==> config.mk <==
export PLATFORM = sky130hd
export DESIGN_NAME = grid_scan_controller
export DESIGN_NICKNAME = d
export VERILOG_FILES = /design/src/rtl/grid_pkg.sv /design/src/rtl/grid_axis_counter.sv /design/src/rtl/grid_scan_controller.sv
export SDC_FILE = /design/constraint.sdc
export NUM_CORES = 1
export LEC_CHECK = 0
export CAP_MARGIN = 10
export CORE_ASPECT_RATIO = 1.4
export CORE_MARGIN = 4
export CORE_UTILIZATION = 47
export DETAILED_ROUTE_END_ITERATION = 8
export PLACE_DENSITY_LB_ADDON = 0.15
export SLEW_MARGIN = 20
export SYNTH_ARGS = -nofsm -noshare
export SYNTH_HDL_FRONTEND = slang
export SYNTH_HIERARCHICAL = 1
export SYNTH_SLANG_ARGS = --single-unit
==> constraint.sdc <==
create_clock -name clk -period 3.65 [get_ports clk]
set_clock_uncertainty 0.2 [all_clocks]
set_input_delay 0.73 -clock clk [delete_from_list [all_inputs] [get_ports clk]]
set_output_delay 0.73 -clock clk [all_outputs]
set_load 0.005 [all_outputs]
==> src/rtl/grid_pkg.sv <==
// Shared geometry, widths and types for the board grid scan-out and its RAM port.
package grid_pkg;

  localparam int ORIGIN   = 50;
  localparam int CELL     = 50;
  localparam int N        = 10;
  localparam int DW       = 8;
  localparam int HW       = 12;
  localparam int OW       = 6;
  localparam int GRID_END = ORIGIN + N * CELL;

  localparam int NUM_AXES = 2;
  localparam int AX_X     = 0;
  localparam int AX_Y     = 1;

  typedef logic [6:0]    cell_addr_t;
  typedef logic [3:0]    cell_idx_t;
  typedef logic [OW-1:0] cell_off_t;
  typedef logic [HW-1:0] pix_t;

  typedef struct packed {
    logic          we;
    cell_addr_t    addr;
    logic [DW-1:0] wdata;
  } ram_cmd_t;

  function automatic cell_addr_t cell_addr(input cell_idx_t row, input cell_idx_t col);
    logic [31:0] a;
    a = 32'(row) * 32'(N) + 32'(col);
    return a[6:0];
  endfunction

endpackage

==> src/rtl/grid_axis_counter.sv <==
// One grid axis: division-free cell index / in-cell offset tracking for a pixel
// coordinate, with load at the grid origin and index saturation on the far edge.
module grid_axis_counter
  import grid_pkg::*;
(
  input  logic      clk,
  input  logic      rst_n,
  input  pix_t      pos,
  input  logic      step,
  output logic      in_range,
  output logic      on_edge,
  output cell_idx_t idx_d,
  output cell_idx_t idx_q,
  output cell_off_t off_d,
  output cell_off_t off_q
);

  always_comb begin
    in_range = (pos >= pix_t'(ORIGIN)) && (pos <= pix_t'(GRID_END));
    on_edge  = (pos == pix_t'(GRID_END));
    idx_d    = idx_q;
    off_d    = off_q;
    if (step) begin
      if (pos == pix_t'(ORIGIN)) begin
        idx_d = '0;
        off_d = '0;
      end else if (in_range) begin
        if (off_q == cell_off_t'(CELL - 1)) begin
          off_d = '0;
          // The closing edge line still belongs to the last cell.
          if (idx_q != cell_idx_t'(N - 1)) idx_d = idx_q + 4'd1;
        end else begin
          off_d = off_q + 6'd1;
        end
      end
    end
  end

  always_ff @(posedge clk or negedge rst_n) begin
    if (!rst_n) begin
      idx_q <= '0;
      off_q <= '0;
    end else begin
      idx_q <= idx_d;
      off_q <= off_d;
    end
  end

endmodule

==> src/rtl/grid_scan_controller.sv <==
// Board grid scan-out for the VGA painters plus single-port board RAM arbitration:
// video cell prefetch owns the port in its slots, game logic gets every other cycle.
module grid_scan_controller
  import grid_pkg::*;
(
  input  logic          clk,
  input  logic          rst_n,
  input  logic [11:0]   hdata,
  input  logic [11:0]   vdata,
  output logic          in_grid,
  output logic          on_line,
  output logic [3:0]    cell_col,
  output logic [3:0]    cell_row,
  output logic [5:0]    off_x,
  output logic [5:0]    off_y,
  output logic [DW-1:0] cell_data,
  output logic [6:0]    ram_addr,
  output logic          ram_we,
  output logic [DW-1:0] ram_wdata,
  input  logic [DW-1:0] ram_rdata,
  input  logic          game_req,
  input  logic          game_we,
  input  logic [6:0]    game_addr,
  input  logic [DW-1:0] game_wdata,
  output logic          game_gnt,
  output logic          game_rdata_valid,
  output logic [DW-1:0] game_rdata
);

  // Slot -> command register -> RAM output register.
  localparam int STAGES = 2;

  logic [NUM_AXES-1:0][HW-1:0] axis_pos;
  logic [NUM_AXES-1:0]         axis_step;
  logic [NUM_AXES-1:0]         axis_in;
  logic [NUM_AXES-1:0]         axis_edge;
  cell_idx_t [NUM_AXES-1:0]    axis_idx_d;
  cell_idx_t [NUM_AXES-1:0]    axis_idx_q;
  cell_off_t [NUM_AXES-1:0]    axis_off_d;
  cell_off_t [NUM_AXES-1:0]    axis_off_q;

  logic              fetch_slot;
  cell_idx_t         next_col;
  logic              in_grid_d, in_grid_q;
  logic              on_line_d, on_line_q;
  logic [DW-1:0]     cell_data_d, cell_data_q;
  ram_cmd_t          ram_cmd_d, ram_cmd_q;
  logic [STAGES-1:0] fetch_vld_d, fetch_vld_q;
  logic [STAGES-1:0] rd_vld_d, rd_vld_q;

  assign axis_pos[AX_X]  = hdata;
  assign axis_pos[AX_Y]  = vdata;
  assign axis_step[AX_X] = 1'b1;
  assign axis_step[AX_Y] = (hdata == '0);

  for (genvar a = 0; a < NUM_AXES; a++) begin : g_axis
    grid_axis_counter u_cnt (
      .clk      (clk),
      .rst_n    (rst_n),
      .pos      (axis_pos[a]),
      .step     (axis_step[a]),
      .in_range (axis_in[a]),
      .on_edge  (axis_edge[a]),
      .idx_d    (axis_idx_d[a]),
      .idx_q    (axis_idx_q[a]),
      .off_d    (axis_off_d[a]),
      .off_q    (axis_off_q[a])
    );
  end

  // Slots sit two pixels ahead of each cell boundary so the word lands on the boundary.
  always_comb begin
    fetch_slot = 1'b0;
    for (int k = 0; k < N; k++)
      if (hdata == pix_t'(ORIGIN + k * CELL - 2)) fetch_slot = 1'b1;
    fetch_slot = fetch_slot & axis_in[AX_Y] & ~axis_edge[AX_Y];
    // Before the first cell the x counter still holds the previous line's state.
    next_col = (hdata == pix_t'(ORIGIN - 2)) ? '0 : axis_idx_d[AX_X] + 4'd1;
  end

  assign game_gnt = game_req & ~fetch_slot;

  always_comb begin
    in_grid_d   = axis_in[AX_X] & axis_in[AX_Y];
    on_line_d   = in_grid_d & ((axis_off_d[AX_X] == '0) | (axis_off_d[AX_Y] == '0) |
                               axis_edge[AX_X] | axis_edge[AX_Y]);
    cell_data_d = fetch_vld_q[STAGES-1] ? ram_rdata : cell_data_q;

    ram_cmd_d    = ram_cmd_q;
    ram_cmd_d.we = 1'b0;
    if (fetch_slot) begin
      ram_cmd_d.addr = cell_addr(axis_idx_d[AX_Y], next_col);
    end else if (game_gnt) begin
      ram_cmd_d.we    = game_we;
      ram_cmd_d.addr  = game_addr;
      ram_cmd_d.wdata = game_wdata;
    end

    fetch_vld_d = {fetch_vld_q[STAGES-2:0], fetch_slot};
    rd_vld_d    = {rd_vld_q[STAGES-2:0], game_gnt & ~game_we};
  end

  always_ff @(posedge clk or negedge rst_n) begin
    if (!rst_n) begin
      in_grid_q   <= 1'b0;
      on_line_q   <= 1'b0;
      cell_data_q <= '0;
      ram_cmd_q   <= '0;
      fetch_vld_q <= '0;
      rd_vld_q    <= '0;
    end else begin
      in_grid_q   <= in_grid_d;
      on_line_q   <= on_line_d;
      cell_data_q <= cell_data_d;
      ram_cmd_q   <= ram_cmd_d;
      fetch_vld_q <= fetch_vld_d;
      rd_vld_q    <= rd_vld_d;
    end
  end

  assign in_grid          = in_grid_q;
  assign on_line          = on_line_q;
  assign cell_col         = axis_idx_q[AX_X];
  assign cell_row         = axis_idx_q[AX_Y];
  assign off_x            = axis_off_q[AX_X];
  assign off_y            = axis_off_q[AX_Y];
  assign cell_data        = cell_data_q;
  assign ram_addr         = ram_cmd_q.addr;
  assign ram_we           = ram_cmd_q.we;
  assign ram_wdata        = ram_cmd_q.wdata;
  assign game_rdata_valid = rd_vld_q[STAGES-1];
  assign game_rdata       = game_rdata_valid ? ram_rdata : '0;

endmodule

==> reports/qor.yml <==
outcome:
  status: "finished with violations"
  violations: "negative setup slack"
sta:
  maxSlewViolCount: 0
  setup_ws_ps: -158
  rsz0062_at_grt: "yes"
  tightest_slew_ps: 629
  period_needed_ps: 3810
  tns_ps: -469
  hold_violations: 0
  fin_crit_sh_pct: 104
  max_freq_mhz: 263
  setup_viol: 5
  max_slew_margin_pct: 58.1
routing:
  wirelength_um: 9780
  initialDrtViolationCount: 120
  via_per_inst: 5.51
  drc_errors: 0
  ant_nets: 0
  drt-wirelength-per-cell_um: 16.2
  firstDrtPassIters: 4
  vias: 3332
cts:
  ctsHoldBuffers: 0
  cts-root-buf: "clkbuf_8"
  path_clk_slew_ps: 100
  cts_tree: "yes"
  cts_buffer_depth: 2
  cts_made_buffers: 5
  cts_max_level: 2
  cts.sinks: 50
  clkLatencyLatePin_ps: 310
setup_path:
  critical_path_class: "in2reg"
  cp-end-kind: "flip-flop"
  cp_max_fo: 4
  cp.required_ps: 3650
  arrival_ps: 3810
  cp-start-kind: "input port"
floorplan:
  die_area_um2: 8280
  die_w_um: 78.0
  core_um2: 6610
  die_h_um: 106
  start_util_pct: 48.8
  design.portCount: 107
  core.rowCount: 35
worst_hold_path:
  hold_class: "reg2reg"
place:
  io_buffers: 106
  dp_hpwl_um: 7330
  dp.cells: 584
  gp_congestion: 0.856
grt:
  grt_pass1_wl_um: 16100
  busiest_layer: "met2"
  met2_usage_pct: 44.9
  antenna_found_initial: 0
  met3_usage_pct: 3.22
  grtUsageMet1_pct: 26.6
  grt_remaining_overflow: 0
  grt_pass1_vias: 3440
  grt_max_degree: 51
  groute.usage.overall_pct: 23.7
yosys:
  async_flop_share_pct: 100
  synth.top_cell.area_share_pct: 38.8
  synth_top_area_cell: "dfrtp_1"
  syn_area_um2: 3230
  ys.flop_type: "dfrtp_1"
  synthCells: 322
  yosysWarnings: 6
  synth_seq_cells: 50
  synth_edf_count: 0
  synth.distinct_cells: 57
  synthTopCellsByArea: "dfrtp_1, mux2_2, ha_1"
  synth.yosys.seq_area_share_pct: 38.8
  synth_area_per_cell_um2: 10.0
flow_run:
  max_cap_violations: 0
layout:
  nFillCells: 424
  diodes: 0
  final_util_pct: 81.8
  area_delta_synth_final_pct: 67.6
  drive_gt1_share_pct: 33.1
  fin_cells: 605
  nets: 580
power_and_ir_drop:
  ir_worst_vdd_uv: 200
  p_leak_uw: 0.00233
  power_density_nw_per_um2: 317
[area by class of cell]
type	instances	area [µm²]	share of cell area [%]
inverter	16	60.1	1.11
tap	92	115	2.13
sequential	50	1250	23.1
timing repair buffer	189	1680	31.1
multi-input combinational	250	2210	40.8
clock inverter	3	28.8	0.532
clock buffer	5	68.8	1.27
[logic make-up (layout without fill, tap and decap cells)]
family                     Yosys count  in the layout  synth area share, %
xor gates and xnor gates             7              7                 1.90
buffers and inverters               24            213                 3.29
and+or+nand+nor                    133            133                 25.2
adders and majority gates           17             17                 7.05
AOI/OAI and AO/OA                   59             59                 13.4
other                                1              3                0.116
muxes                               31             31                 10.3
DFF                                 50             50                 38.8
[per-stage QoR]
step                      cell area, µm²  hold slack (ps)  worst slack [ps]  power [µW]
after global placement              4980              133              -860        1250
after global routing                5410              166              -298        1820
after detailed placement            4980              140              -972        1270
final                               5410              167              -158        1720
after floorplan                     3340              131              -392         926
after CTS                           5270              169              -364        1690
[report_power, final]
group	total (µW)	internal (µW)	leakage [µW]	switching, µW
logic	698	405	0.00165	293
registers	670	605	0.000626	65.0
clock network	347	142	0.0000502	205
[path summary, 6_finish.rpt]
path | from | to | slack, ps | depth (start not counted)
max in group asynchronous | rst_n | g_axis[0].u_cnt/off_q[0] | 2600 | 1
max | hdata[9] | ram_addr[6] | -160 | 17
min in group asynchronous | rst_n | ram_addr[6] | 230 | 1
min | fetch_vld_q[0] | fetch_vld_q[1] | 170 | 0
max reg2reg | g_axis[0].u_cnt/off_q[1] | ram_addr[6] | 210 | 17
min reg2reg | fetch_vld_q[0] | fetch_vld_q[1] | 170 | 0
[cell usage in the layout, fill, tap and decap left out, types with 3 or more instances in the layout]
cell / n
buf_2: 4
nor3_2: 3
a21oi_1: 3
or3_4: 6
xor2_1: 4
nor2b_1: 3
nand2_1: 19
nand4b_1: 6
or4_1: 8
dlymetal6s2s_1: 4
nor2_1: 15
nor3_1: 6
o31ai_1: 4
conb_1: 3
a31oi_1: 3
o211ai_1: 13
clkbuf_8: 5
o21ai_1: 5
nand3b_1: 3
clkdlybuf4s50_1: 89
nand4_1: 3
buf_4: 79
mux2i_1: 11
buf_6: 7
mux2_2: 17
o22ai_4: 4
ha_4: 4
nand3_1: 12
nand2b_1: 4
clkbuf_2: 3
o21ai_0: 7
ha_1: 9
and2_1: 15
dfrtp_1: 50
inv_1: 15
nor4bb_1: 3
[per-layer routing]
layer	vias up	routed length, µm
met5	-	0
met4	0	257
met3	22	429
met2	109	5400
met1	1602	3690
li1	1599	-
[cells in the mapped netlist (3+ instances only)]
library cell	number
dfrtp_1	50
nand2_1	20
mux2_2	17
and2_1	16
inv_1	16
o21ai_0	16
ha_1	15
nor2_1	15
mux2i_1	13
o211ai_1	13
nand3_1	12
nor3_1	10
or4_1	9
nand4b_1	6
o31ai_1	6
nand2b_1	5
nor4bb_1	5
or3_1	5
a21oi_1	4
a31oi_1	4
nor2b_1	4
nor4_1	4
xor2_1	4
clkbuf_1	3
nand3b_1	3
nand4_1	3
xnor2_1	3
[state kept, by name, summed over array words and instances, names as in the netlist]
| name | cells |
|---|---|
| cell_data | 8 |
| fetch_vld_q | 2 |
| g_axis.u_cnt/idx_q | 8 |
| g_axis.u_cnt/off_q | 12 |
| in_grid | 1 |
| on_line | 1 |
| ram_addr | 7 |
| ram_wdata | 8 |
| ram_we | 1 |
| rd_vld_q | 2 |
[critical path: stages]
cell       delay (ps)
buf_8             100
or4_4             540
nor3_4            160
nand2_2            80
nor3_4            170
o2111ai_4         140
buf_6             160
buf_4             140
o21ai_4           150
o31ai_4           110
ha_4              260
ha_4              150
fa_1              520
nand2_1            80
nor2_1            110
xnor2_1           130
mux2i_1            90
[repair_timing]
| action | 4_1_cts | 5_1_grt |
|---|---|---|
| gates cloned | 0 | 0 |
| setup buffers | 10 | 3 |
| endpoints found under the setup margin | 8 | 7 |
| gates resized for setup | 60 | 34 |
| pin swaps | 33 | 21 |
Power figures use the tool's default switching activity.
==> patch 1, RTL diff (same settings) <==
`N`: 10 -> 20.
--- a/src/rtl/grid_pkg.sv
+++ b/src/rtl/grid_pkg.sv
@@ -5,3 +5,3 @@
   localparam int CELL     = 50;
-  localparam int N        = 10;
+  localparam int N        = 20;
   localparam int DW       = 8;
Formal check against the unedited RTL: not equivalent (a bounded check fails within 4 cycles, from zero or initial values and one cycle with rst_n low).
==> patch 1 against the unedited design <==
Sequential cell count did not move; non-clock buffer count did not move; setup slack improved by 0.28 ns; cell area rose by 5.7%; sequential share of layout area fell by 1.2 points; wire length rose by 10%; area after synthesis rose by 9.4%; critical path depth fell by 1; power fell by 12%; register-to-register slack improved by 0.06 ns; highest routed layer unchanged.
==> patch 1: results <==
metrics = {
    "status": {
        "outcome": "completed",
    },
    "drt": {
        "drt-total-wl_um": 10800,
    },
    "synthesis": {
        "synth.area.top_cells": "dfrtp_1 (35%), ha_1 (4.3%), mux2i_1 (3.7%)",
        "synthDistinctLibCells": 70,
        "synth_common_cells": "dfrtp_1 (50), nand2_1 (27), nor2_1 (21)",
        "yosysSeqAreaShare_pct": 35.4,
    },
    "placed_design": {
        "globalplace.congestion": 0.868,
        "dp_hpwl_um": 8170,
        "dpl_cell_area_sq_um": 5220,
    },
    "power_and_ir_drop": {
        "leakage_uw": 0.00251,
        "p_switching_uw": 453,
        "clockPowerShare_pct": 22.7,
    },
    "worst_setup_path": {
        "worstPathMaxFanout": 5,
        "cp.arrival_ns": 3.52,
        "slowest_delay_ns": 0.35,
        "critPathSlowestCell": "ha_2",
        "r2r_cells": 15,
        "r2r_slack_ns": 0.27,
    },
    "timing": {
        "holdWs_ns": 0.164,
        "tightest_slew_ns": 0.621,
    },
    "finish": {
        "drive_above_1_share_pct": 33.0,
        "fillers": 517,
    },
    "grt": {
        "grt_util_all_layers_pct": 23.6,
        "grt_pass1_wl_um": 17000,
        "grt_pass1_vias": 3714,
    },
    "hold_path": {
        "min_to": "rd_vld_q[1]",
    },
}
## patch 1: cell count changes after synthesis, moves of 5 or more
| cell | unedited run | this run |
|---|---|---|
| nand4_1 | 3 | 8 |
| mux2_2 | 17 | 9 |
| mux2_4 | 0 | 8 |
| nand2_1 | 20 | 27 |
| nor2_1 | 15 | 21 |
| nand2b_1 | 5 | 0 |
| o21ai_0 | 16 | 2 |
| nor4b_1 | 1 | 8 |
| or4_1 | 9 | 4 |
## patch 1: stage by stage
stage	utilization [%]	setup slack, ns	cells
after floorplan	-	0.00896	355
after global placement	71.4	-0.513	617
after detailed placement	71.4	-0.614	617
after CTS	75.6	-0.00734	633
after global routing	78.2	-0.0171	639
final	78.2	0.122	639
## patch 1: cells by family after synthesis
kind of cell	Yosys count	share of synthesized area (%)
adders and majority gates	13	4.82
buffers and inverters	29	3.75
muxes	31	10.3
other	1	0.106
xor gates and xnor gates	7	1.74
AOI/OAI and AO/OA	64	16.9
DFF	50	35.4
and+or+nand+nor	155	27.0
## patch 1: layout make-up
class,count,area share (%)
clock buffers,5,1.20
flip-flops and latches,50,21.9
repair buffers,189,30.4
well taps,97,2.12
clock inverters,3,0.503
multi-input cells,276,42.6
inverters,19,1.25
## patch 1: layer usage
metal,part of all wire [%],wire length [um],track usage (%),up-vias
met5,0,0,0,-
met4,2.4,263,7.55,0
met3,3.2,345,2.77,24
met2,57,6150,45.2,104
met1,37,4020,25.5,1792
li1,-,-,-,1697
## patch 1: worst max path at each step
stage	from	end	slack (ns)	cells after the start
global placement	hdata[7]	ram_addr[6]	-0.51	15
global route	hdata[6]	ram_addr[6]	-0.02	16
CTS	vdata[10]	game_gnt	-0.007	9
detailed placement	hdata[7]	ram_addr[6]	-0.61	15
floorplan	hdata[9]	ram_addr[6]	0.009	12
finish	hdata[6]	ram_addr[6]	0.12	16
==> patch 2, RTL diff (same flow settings) <==
Made on the original files. Take the reset off `cell_data_q` and load it in a clocked block of its own.
--- a/src/rtl/grid_scan_controller.sv
+++ b/src/rtl/grid_scan_controller.sv
@@ -106,3 +106,2 @@
       on_line_q   <= 1'b0;
-      cell_data_q <= '0;
       ram_cmd_q   <= '0;
@@ -113,3 +112,2 @@
       on_line_q   <= on_line_d;
-      cell_data_q <= cell_data_d;
       ram_cmd_q   <= ram_cmd_d;
@@ -118,2 +116,6 @@
     end
+  end
+
+  always_ff @(posedge clk) begin
+    cell_data_q <= cell_data_d;
   end
Check against the original RTL: differs if rst_n is asserted again (counterexample within 4 cycles, from zero or initial values and one cycle with rst_n low); with rst_n held inactive, the same outputs for 10 cycles.
==> patch 2 against the unedited design <==
The flow still finishes with violations (negative setup slack); combinational power shrank 1%; setup slack lost 0.037 ns; critical path depth shrank 2; non-clock buffer count grew 3; cell area shrank 1.3%; global-route usage shrank 0.88 points; sequential cell count is the same; area after synthesis shrank 1.7%; power is essentially flat; wire length shrank 3.2%; register-to-register slack lost 0.02 ns; critical path type unchanged; critical endpoint unchanged; largest power group unchanged; highest routed layer unchanged.
==> patch 2: results <==
metrics = {
    "timing": {
        "setup_viol": 5,
        "setup_ws_ns": -0.195,
        "tns_ns": -0.578,
        "relSlewSlack_pct": 37.3,
        "holdWs_ns": 0.162,
    },
    "worst_setup_path": {
        "worstPathMaxFanout": 2,
        "crit_start": "hdata[10]",
        "slowest_delay_ns": 0.49,
        "critPathSlowestCell": "fa_1",
    },
    "placed_design": {
        "dp_hpwl_um": 7240,
        "placedCellCount": 559,
        "globalplace.congestion": 0.889,
    },
    "finish": {
        "antenna_cells": 0,
        "fillers": 423,
        "largest_reg_flops": 12,
        "drive_above_1_share_pct": 31.7,
        "fin_cells": 582,
    },
    "grt": {
        "antenna_found_initial": 0,
        "grt_util_all_layers_pct": 22.8,
        "grt_max_degree": 43,
    },
    "synthesis": {
        "synth-edff-count": 8,
        "synth_common_cells": "dfrtp_1 (42), nand2_1 (20), and2_1 (16), inv_1 (16), o21ai_0 (16)",
        "synth_cells": 313,
        "async_flop_share_pct": 84.0,
        "synth.area.top_cells": "dfrtp_1 (33%), edfxtp_1 (7.6%), ha_1 (5.9%)",
        "yosysSeqAreaShare_pct": 40.7,
        "synthDistinctLibCells": 58,
    },
    "hold_path": {
        "worstHoldStart": "rd_vld_q[0]",
    },
    "clock_tree": {
        "clk_path_buf_depth": 2,
        "root_buffer": "clkbuf_8",
    },
    "drt": {
        "drt-total-wl_um": 9460,
        "drt_iter0_drc": 152,
        "vias": 3276,
    },
    "status": {
        "outcome": "finished, violations left",
        "violations": "negative setup slack",
    },
    "power_and_ir_drop": {
        "switching_share_pct": 32.2,
        "irDropWorstVdd_uv": 241,
        "leakage_uw": 0.00225,
    },
}
[patch 2: power groups by stage]
stage / clock, uW / sequential, uW / combinational (uW)
finish: 350 / 678 / 688
global route: 377 / 689 / 751
CTS: 349 / 676 / 637
detailed placement: 0 / 686 / 596
global placement: 0 / 683 / 579
floorplan: 0 / 681 / 255
[patch 2: what timing repair did]
| item | in CTS | in global routing |
|---|---|---|
| setup endpoints to repair | 8 | 7 |
| buffers inserted | 9 | 6 |
| resized for setup | 57 | 32 |
| hold buffers | 0 | 0 |
| pin swaps | 27 | 18 |
[patch 2: worst paths after layout]
check	slack (ns)	cells past startpoint	to
worst max-delay path	-0.20	15	ram_addr[6]
worst min-delay path	0.16	0	rd_vld_q[1]
worst max register to register	0.19	17	ram_addr[6]
worst min register to register	0.16	0	rd_vld_q[1]
max in group asynchronous	2.30	1	g_axis[1].u_cnt/off_q[0]
min in group asynchronous	0.35	1	ram_addr[5]
[patch 2: cell families after synthesis]
logic type / Yosys count / synth area share, %
adders and majority gates: 17 / 7.17
xor gates and xnor gates: 7 / 1.93
and+or+nand+nor: 133 / 25.6
muxes: 23 / 7.65
DFF: 50 / 40.7
other: 1 / 0.118
AOI/OAI and AO/OA: 59 / 13.6
buffers and inverters: 23 / 3.23
[patch 2: stage by stage]
step	total power [uW]	cell area (sq um)	worst slack, ns	utilization (%)
2_1_floorplan	936	3280	-0.392	-
3_3_place_gp	1260	4920	-0.863	74.9
3_5_place_dp	1280	4920	-0.958	74.9
4_1_cts	1660	5180	-0.360	78.9
5_1_grt	1820	5340	-0.352	81.3
6_report	1720	5340	-0.195	81.3
[patch 2: layout make-up]
class / instances / area [sq um] / share of cell area, %
clock buffers: 5 / 68.8 / 1.29
multi-input cells: 242 / 2100 / 39.3
inverters: 16 / 60.1 / 1.12
flip-flops and latches: 50 / 1290 / 24.2
clock inverters: 3 / 28.8 / 0.539
repair buffers: 192 / 1700 / 31.9
well taps: 74 / 92.6 / 1.73
[patch 2: layer usage]
layer | up-vias | share of wire, % | GRT usage (%)
met5 | - | 0 | 0
met4 | 0 | 1.8 | 7.25
met3 | 14 | 4.7 | 3.33
met2 | 114 | 55 | 42.3
met1 | 1582 | 38 | 26.5
li1 | 1566 | - | -
